### src/rtl/reg_bank_arbiter.sv
// Purpose : two-requester round-robin arbiter giving single-register access to a tick-gated register bank.
// Latency : 2 Tick cycles per access (IDLE grant + XFER); 2 Tick cycles per bank clear (IDLE + CLR).
// Backpress: requesters hold Req/ClearReq until Done/ClearDone; nothing advances on cycles with Tick=0.
//
// Ports:
//   Clock, Reset (async, active-low), Tick (clock enable for the FSM)
//   Req[1:0], Wr[1:0], Addr0/1, WData0/1 : requester 0 (recognition) and 1 (display/readout)
//   ClearReq / ClearDone                  : bank-wide clear handshake, priority over Req
//   Gnt, Done, Err                        : registered one-hot grant, completion and bad-address pulses
//   RegWe, RegCs, RegClr, BusD            : register bank controls (ClockEnable, output disable, reset, D)
//   Busy                                  : arbiter is not idle
module reg_bank_arbiter #(
   parameter int NrOfRegs = 8,
   parameter int AddrBits = 3,
   parameter int NrOfBits = 8
) (
   input  logic                Clock,
   input  logic                Reset,
   input  logic                Tick,
   input  logic [1:0]          Req,
   input  logic [1:0]          Wr,
   input  logic [AddrBits-1:0] Addr0,
   input  logic [AddrBits-1:0] Addr1,
   input  logic [NrOfBits-1:0] WData0,
   input  logic [NrOfBits-1:0] WData1,
   input  logic                ClearReq,
   output logic [1:0]          Gnt,
   output logic [1:0]          Done,
   output logic                Err,
   output logic                ClearDone,
   output logic [NrOfRegs-1:0] RegWe,
   output logic [NrOfRegs-1:0] RegCs,
   output logic                RegClr,
   output logic [NrOfBits-1:0] BusD,
   output logic                Busy
);

   typedef enum logic [1:0] {
      IDLE = 2'd0,
      XFER = 2'd1,
      CLR  = 2'd2
   } state_t;

   // Register count widened by one bit so the address bound compare is width-matched.
   localparam logic [AddrBits:0] reg_lim = (AddrBits+1)'(NrOfRegs);

   state_t                state, state_nxt;
   logic [1:0]            gnt_nxt;
   logic                  last, last_nxt;      // requester served most recently
   logic [AddrBits-1:0]   addr_q, addr_nxt;
   logic                  wr_q, wr_nxt;
   logic [NrOfBits-1:0]   wdata_q, wdata_nxt;
   logic                  win;                 // requester that would be granted this cycle
   logic                  addr_ok;
   logic [NrOfRegs-1:0]   sel;

   // On a tie the requester not served last wins; otherwise the lone requester wins.
   always_comb begin
      win = (Req == 2'b11) ? ~last : ~Req[0];
   end

   always_comb begin
      addr_ok = ({1'b0, addr_q} < reg_lim);
      sel     = '0;
      for (int i = 0; i < NrOfRegs; i++) begin
         sel[i] = (addr_q == AddrBits'(i));
      end
   end

   always_ff @(posedge Clock or negedge Reset) begin
      if (!Reset) begin
         state   <= IDLE;
         Gnt     <= 2'b00;
         last    <= 1'b1;
         addr_q  <= '0;
         wr_q    <= 1'b0;
         wdata_q <= '0;
      end else begin
         state   <= state_nxt;
         Gnt     <= gnt_nxt;
         last    <= last_nxt;
         addr_q  <= addr_nxt;
         wr_q    <= wr_nxt;
         wdata_q <= wdata_nxt;
      end
   end

   // Next-state and output decode. Bank controls depend only on registered
   // state and the latched request, never on the live Req/Addr inputs.
   always_comb begin
      state_nxt = state;
      gnt_nxt   = Gnt;
      last_nxt  = last;
      addr_nxt  = addr_q;
      wr_nxt    = wr_q;
      wdata_nxt = wdata_q;

      Done      = 2'b00;
      Err       = 1'b0;
      ClearDone = 1'b0;
      RegWe     = '0;
      RegCs     = '1;
      RegClr    = 1'b0;
      BusD      = '0;
      Busy      = (state != IDLE);

      case (state)
         IDLE: begin
            if (Tick) begin
               if (ClearReq) begin
                  state_nxt = CLR;
               end else if (Req != 2'b00) begin
                  state_nxt = XFER;
                  gnt_nxt   = win ? 2'b10 : 2'b01;
                  addr_nxt  = win ? Addr1 : Addr0;
                  wr_nxt    = Wr[win];
                  wdata_nxt = win ? WData1 : WData0;
               end
            end
         end

         XFER: begin
            if (addr_ok) begin
               if (wr_q) begin
                  RegWe = sel;
                  BusD  = wdata_q;
               end else begin
                  RegCs = ~sel;
               end
            end
            Done = Tick ? Gnt : 2'b00;
            Err  = Tick & ~addr_ok;
            if (Tick) begin
               state_nxt = IDLE;
               gnt_nxt   = 2'b00;
               last_nxt  = Gnt[1];
            end
         end

         CLR: begin
            RegClr    = 1'b1;
            ClearDone = Tick;
            if (Tick) begin
               state_nxt = IDLE;
            end
         end

         default: begin
            state_nxt = IDLE;
            gnt_nxt   = 2'b00;
         end
      endcase
   end

endmodule

### config.mk
export PLATFORM = sky130hd
export DESIGN_NAME = reg_bank_arbiter
export DESIGN_NICKNAME = d
export VERILOG_FILES = /design/src/rtl/reg_bank_arbiter.sv
export SDC_FILE = /design/constraint.sdc
export NUM_CORES = 1
export LEC_CHECK = 0
export ABC_CLOCK_PERIOD_IN_PS = 1500
export BUFFER_PORTS_ARGS = -buffer_cell sky130_fd_sc_hd__buf_2
export CAP_MARGIN = 10
export CORE_MARGIN = 4
export CORE_UTILIZATION = 41
export DETAILED_ROUTE_END_ITERATION = 12
export PLACE_DENSITY_LB_ADDON = 0.1
export SLEW_MARGIN = 10
export SYNTH_ARGS = -nofsm -noshare
export SYNTH_HDL_FRONTEND = slang
export SYNTH_SLANG_ARGS = --single-unit
### constraint.sdc
create_clock -name Clock -period 1.5 [get_ports Clock]
set_input_delay 0.3 -clock Clock [delete_from_list [all_inputs] [get_ports Clock]]
set_output_delay 0.3 -clock Clock [all_outputs]
set_load 0.05 [all_outputs]
Word level (Yosys, flattened, before mapping). Index checks and enable logic that the tools add are counted.

Bits in registers: 17. Input bits: 30. Output and inout bits: 32. Logic and storage cells: 62.

$lt $le $gt $ge: 1. Eq/ne operators: 16. Mux-type cells: 25. Bitwise gates (word level): 5. Reductions and logical operators: 9.

Operators by type and width (number): 8-bit two-way mux (7); 2-bit two-way mux (10); 3-bit == test, second input constant (4); 2-bit inequality test, second input constant (4); 8-bit NOT (1); 3-bit by 2-bit == test with 1-bit output, second input constant (2); 2-bit case mux with 3 select lines (1); 1-bit two-way mux (5); 5-bit AND reduction (1); 2-bit == test, second input constant (2); 1-bit NOT (4); 2-bit case mux with 2 select lines (1); 4-bit AND reduction (1); 2-bit nonzero test (2); 3-bit by 1-bit == test with 1-bit output, second input constant (1); 3-bit logical NOT (1); 3-bit two-way mux (1); 3-bit inequality test, second input constant (1); 3-bit AND reduction (1); 2-bit by 1-bit == test with 1-bit output, second input constant (1); 2-bit logical NOT (1); 1-bit by 2-bit less-than comparator with 1-bit output, second input constant (1); 2-bit by 1-bit inequality test with 1-bit output, second input constant (1); 2-bit AND reduction (1); 2-bit OR reduction (1).

Logic depth before layout (Yosys ltp).
Word-level depth: 7. Mapped depth: 7. Mapped depth without buffers: 6.

Worst setup path after synthesis. Ideal clock, no wire load.

Path kind: register -> output. From: register state[1]. To: output port RegWe[0]. Arrival time: 2.274 ns. Required time: 1.200 ns. Path slack: -1.074 ns. Stages on the path, launching flop included: 5. Path through: dfrtp_1 > inv_1 > ha_1 > nand2_1 > nor4_1.

Cells in the longest elaborated chain, start to end: 2.

RTL lines: start, declared (line 47) `state_t state, state_nxt;`; start signal, assigned (line 79) `state <= state_nxt;`; 2-bit by 1-bit == test with 1-bit output (line 107) `case (state)`; 8-bit two-way mux (line 107); end, declared (line 31) `output logic [NrOfRegs-1:0] RegWe,`.

Every way passes these cells.

Worst setup path in the final report.
From: register state[1]. To: output port RegCs[0].

Cells in the longest elaborated chain, start to end: 2.

RTL lines: 2-bit by 1-bit == test with 1-bit output (line 107); 8-bit two-way mux (line 107); end, declared (line 32) `output logic [NrOfRegs-1:0] RegCs,`.

Every way passes these cells.

==> summary.txt <==
Outcome
  • Status: finished, violations left
  • Failing checks: setup timing

Clocking
  • H-tree depth: 1
  • Total clock buffers created by CTS: 3
  • CTS tree: built
  • Root Driver: clkbuf_4
  • CTS clock-pin slew for the worst setup and hold paths: ~0.10 ns
  • Clock Latency Late Sink: slightly below 0.3 ns
  • CTS Sinks: 17
  • Clock Path Buffers: 2

Floorplan
  • Die Footprint: about 3900 µm²
  • Core Box Area: about 2800 µm²
  • Die height: 62.21 µm
  • Boundary Pins: between 60 and 70
  • Starting Density: 43.32%
  • Rows: 19
  • Chip Width: 62.21 µm

Critical path
  • Max stage delay on crit path: around 0.40 ns
  • WS Path Type: register to primary output
  • Critical path fanouts, max: 5
  • Critical-path cell list: inv_2, ha_4, nor3b_4, buf_6, nand2_2, buf_6
  • Most frequent CP cell: buf_6
  • Crit-path slowest cell: dfrtp_1
  • Data required time of the worst path: about 1.2 ns
  • Worst Path Arrival: 1.51 ns
  • Critical path buffers and inverters: 3
  • Delay-heaviest family, CP: flip-flops
  • Setup crit end kind: primary output
  • Startpoint types: register

Cells and area
  • Most common cell after layout, fill and taps aside: buf_2
  • Final std cells w/o fill: between 200 and 250
  • Syn-to-layout area delta: 91.38%
  • FF/Latch Area: roughly 430 µm²
  • # diodes: 0
  • Multi-input logic area: 960.9 µm²
  • Final core utilization: roughly 83%
  • Fillcell total: 165
  • Layout cells sized above 1: a little under three quarters
  • Layout Nets: 252
  • Most frequent cells in the layout: buf_2 (31), buf_6 (26), buf_4 (18), dfrtp_1 (15), nor2_1 (14)

Routing
  • Routed wire length: ~3500 µm
  • Antenna viol nets, final: 0
  • Vias per cell: 5.142
  • Residual DRC: 0
  • Pre-antenna DRT Iters: 4
  • Drt wl/cell: 14.08 µm
  • DR iter-0 viols: 15
  • Routed via count: approximately 1,300

STA
  • Clk_skew: 0.006716 ns
  • Setup violations, final: 43
  • Post-route minimum period: around 1.8 ns
  • RSZ-0062 raised after global routing: true
  • Hold WS: between 0.2 and 0.3 ns
  • Worst setup margin: -0.3065 ns
  • Final slew viol count: 0
  • Final hold viol count: 0
  • Fmax: 0.5536 GHz
  • Final clock period utilization by the worst path: 120.4%

Placed design
  • HPWL Detailed: 2376 µm
  • Cell count after placement: 232
  • Routability Congestion: between 0.7 and 0.8
  • Buffers on Ports: 60

Global route
  • GRT Total Usage: 16.49%
  • Global-route wire length before repair: approximately 5300 µm
  • Vias in the first global route: 1,204
  • Largest net degree at the start of global routing: 25
  • GRT overflow: 0
  • Antenna violations before repair: 0

Pwr
  • Cell Pwr Density: 1924 nW/µm²
  • Final Power: around 4400 µW
  • VDD IR max: between 0.0015 and 0.002 V
  • Leakage: roughly 0.0011 µW

Synth
  • Mapped Area: 1205 µm²
  • Synthesized Nets: 167
  • Synthesis-stage register bit count: 17
  • Count of cell types in the netlist: 34
  • Avg Inst Size Synth: about 9.1 µm²
  • Synth warn: 0
  • Post-Syn Instances: between 100 and 150
  • Seq/Total Area, Yosys: a little over a third

Worst hold path
  • Hold/Removal Path Class: input pin to register

Job
  • Max Cap Violations: 0
stage by stage:
| stage | area, µm² | TNS [ns] | setup slack, ns |
|---|---|---|---|
| 4_1_cts | 2130 | -8.562 | -0.2965 |
| 2_1_floorplan | 1405 | -1.557 | -0.2196 |
| 3_5_place_dp | 1856 | -1.241 | -0.1452 |
| 3_3_place_gp | 1856 | -0.7592 | -0.09858 |
| 5_1_grt | 2306 | -13.58 | -0.3929 |
| 6_report | 2306 | -10.00 | -0.3065 |
layout make-up:
cell class | count | share of cell area (%)
clock buffers | 3 | 0.9767
clock inverters | 1 | 0.2170
inverters | 4 | 0.7596
multi-input cells | 102 | 41.67
flip-flops and latches | 17 | 18.56
well taps | 31 | 1.682
repair buffers | 89 | 36.14
what timing repair did:
item / in CTS / in global routing
hold buffers: 1 / 0
pin swaps: 4 / 4
buffers inserted: 3 / 6
gates resized for setup: 67 / 22
endpoints found under the setup margin: 44 / 45
hold endpoints to repair: 16 / 0
cloned: 0 / 3
power breakdown:
part | switching [µW] | internal (µW)
combinational | 1820 | 1480
sequential | 204 | 687
clock | 145 | 99.2
kinds of logic after synthesis:
| family | after synthesis | share of synthesized area (%) |
|---|---|---|
| DFF | 17 | 35.41 |
| adders and majority gates | 5 | 5.192 |
| muxes | 13 | 11.21 |
| buffers and inverters | 13 | 6.645 |
| AOI/OAI and AO/OA | 21 | 14.23 |
| other | 1 | 0.3112 |
| and+or+nand+nor | 62 | 27.00 |
flip-flops by register name, indices dropped and copies added, names as in the netlist:
| signal | flops |
|---|---|
| last | 1 |
| state | 2 |
| Gnt | 2 |
| wr_q | 1 |
| wdata_q | 8 |
| addr_q | 3 |
synth_stat cells:
cell type	number	area, µm²
nand3_1	5	25.02
dfstp_2	1	26.28
dfrtp_1	16	400.4
and3_1	10	62.56
mux2i_1	12	120.1
nand2b_1	4	25.02
o21ai_4	1	16.27
nor3_1	4	20.02
nor2_1	19	71.32
o21bai_1	1	7.510
a21o_1	1	7.510
ha_1	5	62.56
and2_1	1	6.260
or2_2	1	6.260
clkbuf_1	5	18.77
mux2_4	1	15.01
nand4bb_1	1	11.26
nor2_2	1	6.260
nor3b_4	1	18.77
conb_1	1	3.750
nand2_1	10	37.54
buf_12	1	20.02
buf_6	1	11.26
a32o_1	1	10.01
nor3b_1	1	7.510
inv_1	4	15.01
a22oi_2	1	12.51
nor4_1	1	6.260
nor2b_1	2	12.51
buf_4	2	15.01
o21ai_0	1	5.000
a21oi_1	5	25.02
a21oi_2	10	87.58
and3b_1	1	8.760
worst reg2reg max path, stage by stage (launching register included):
cell and delay, ns:
dfrtp_2 0.45, buf_4 0.15, inv_4 0.05, buf_4 0.12, ha_4 0.15, nand2b_4 0.06
nor3b_4 0.20, buf_6 0.16, clkbuf_16 0.15, nor2_1 0.05, a21oi_2 0.11
path summary, 6_finish.rpt:
kind	start	to	slack, ns	cells past startpoint
worst min-delay path	WData0[6]	wdata_q[6]	0.30	3
max in group asynchronous	Reset	last	0.73	2
worst min register to register	wdata_q[6]	wdata_q[6]	0.52	2
worst max-delay path	state[1]	RegCs[0]	-0.31	6
min in group asynchronous	Reset	addr_q[1]	0.45	2
worst max register to register	state[0]	wdata_q[1]	-0.21	10
layer usage:
layer | GRT usage [%] | wire length (µm) | share of wire, %
met1 | 18.48 | 1393 | 40
met4 | 4.065 | 38 | 1.1
met3 | 3.063 | 194 | 5.6
met5 | 0 | 0 | 0
met2 | 31.35 | 1850 | 53
Power figures use the tool's default switching activity.
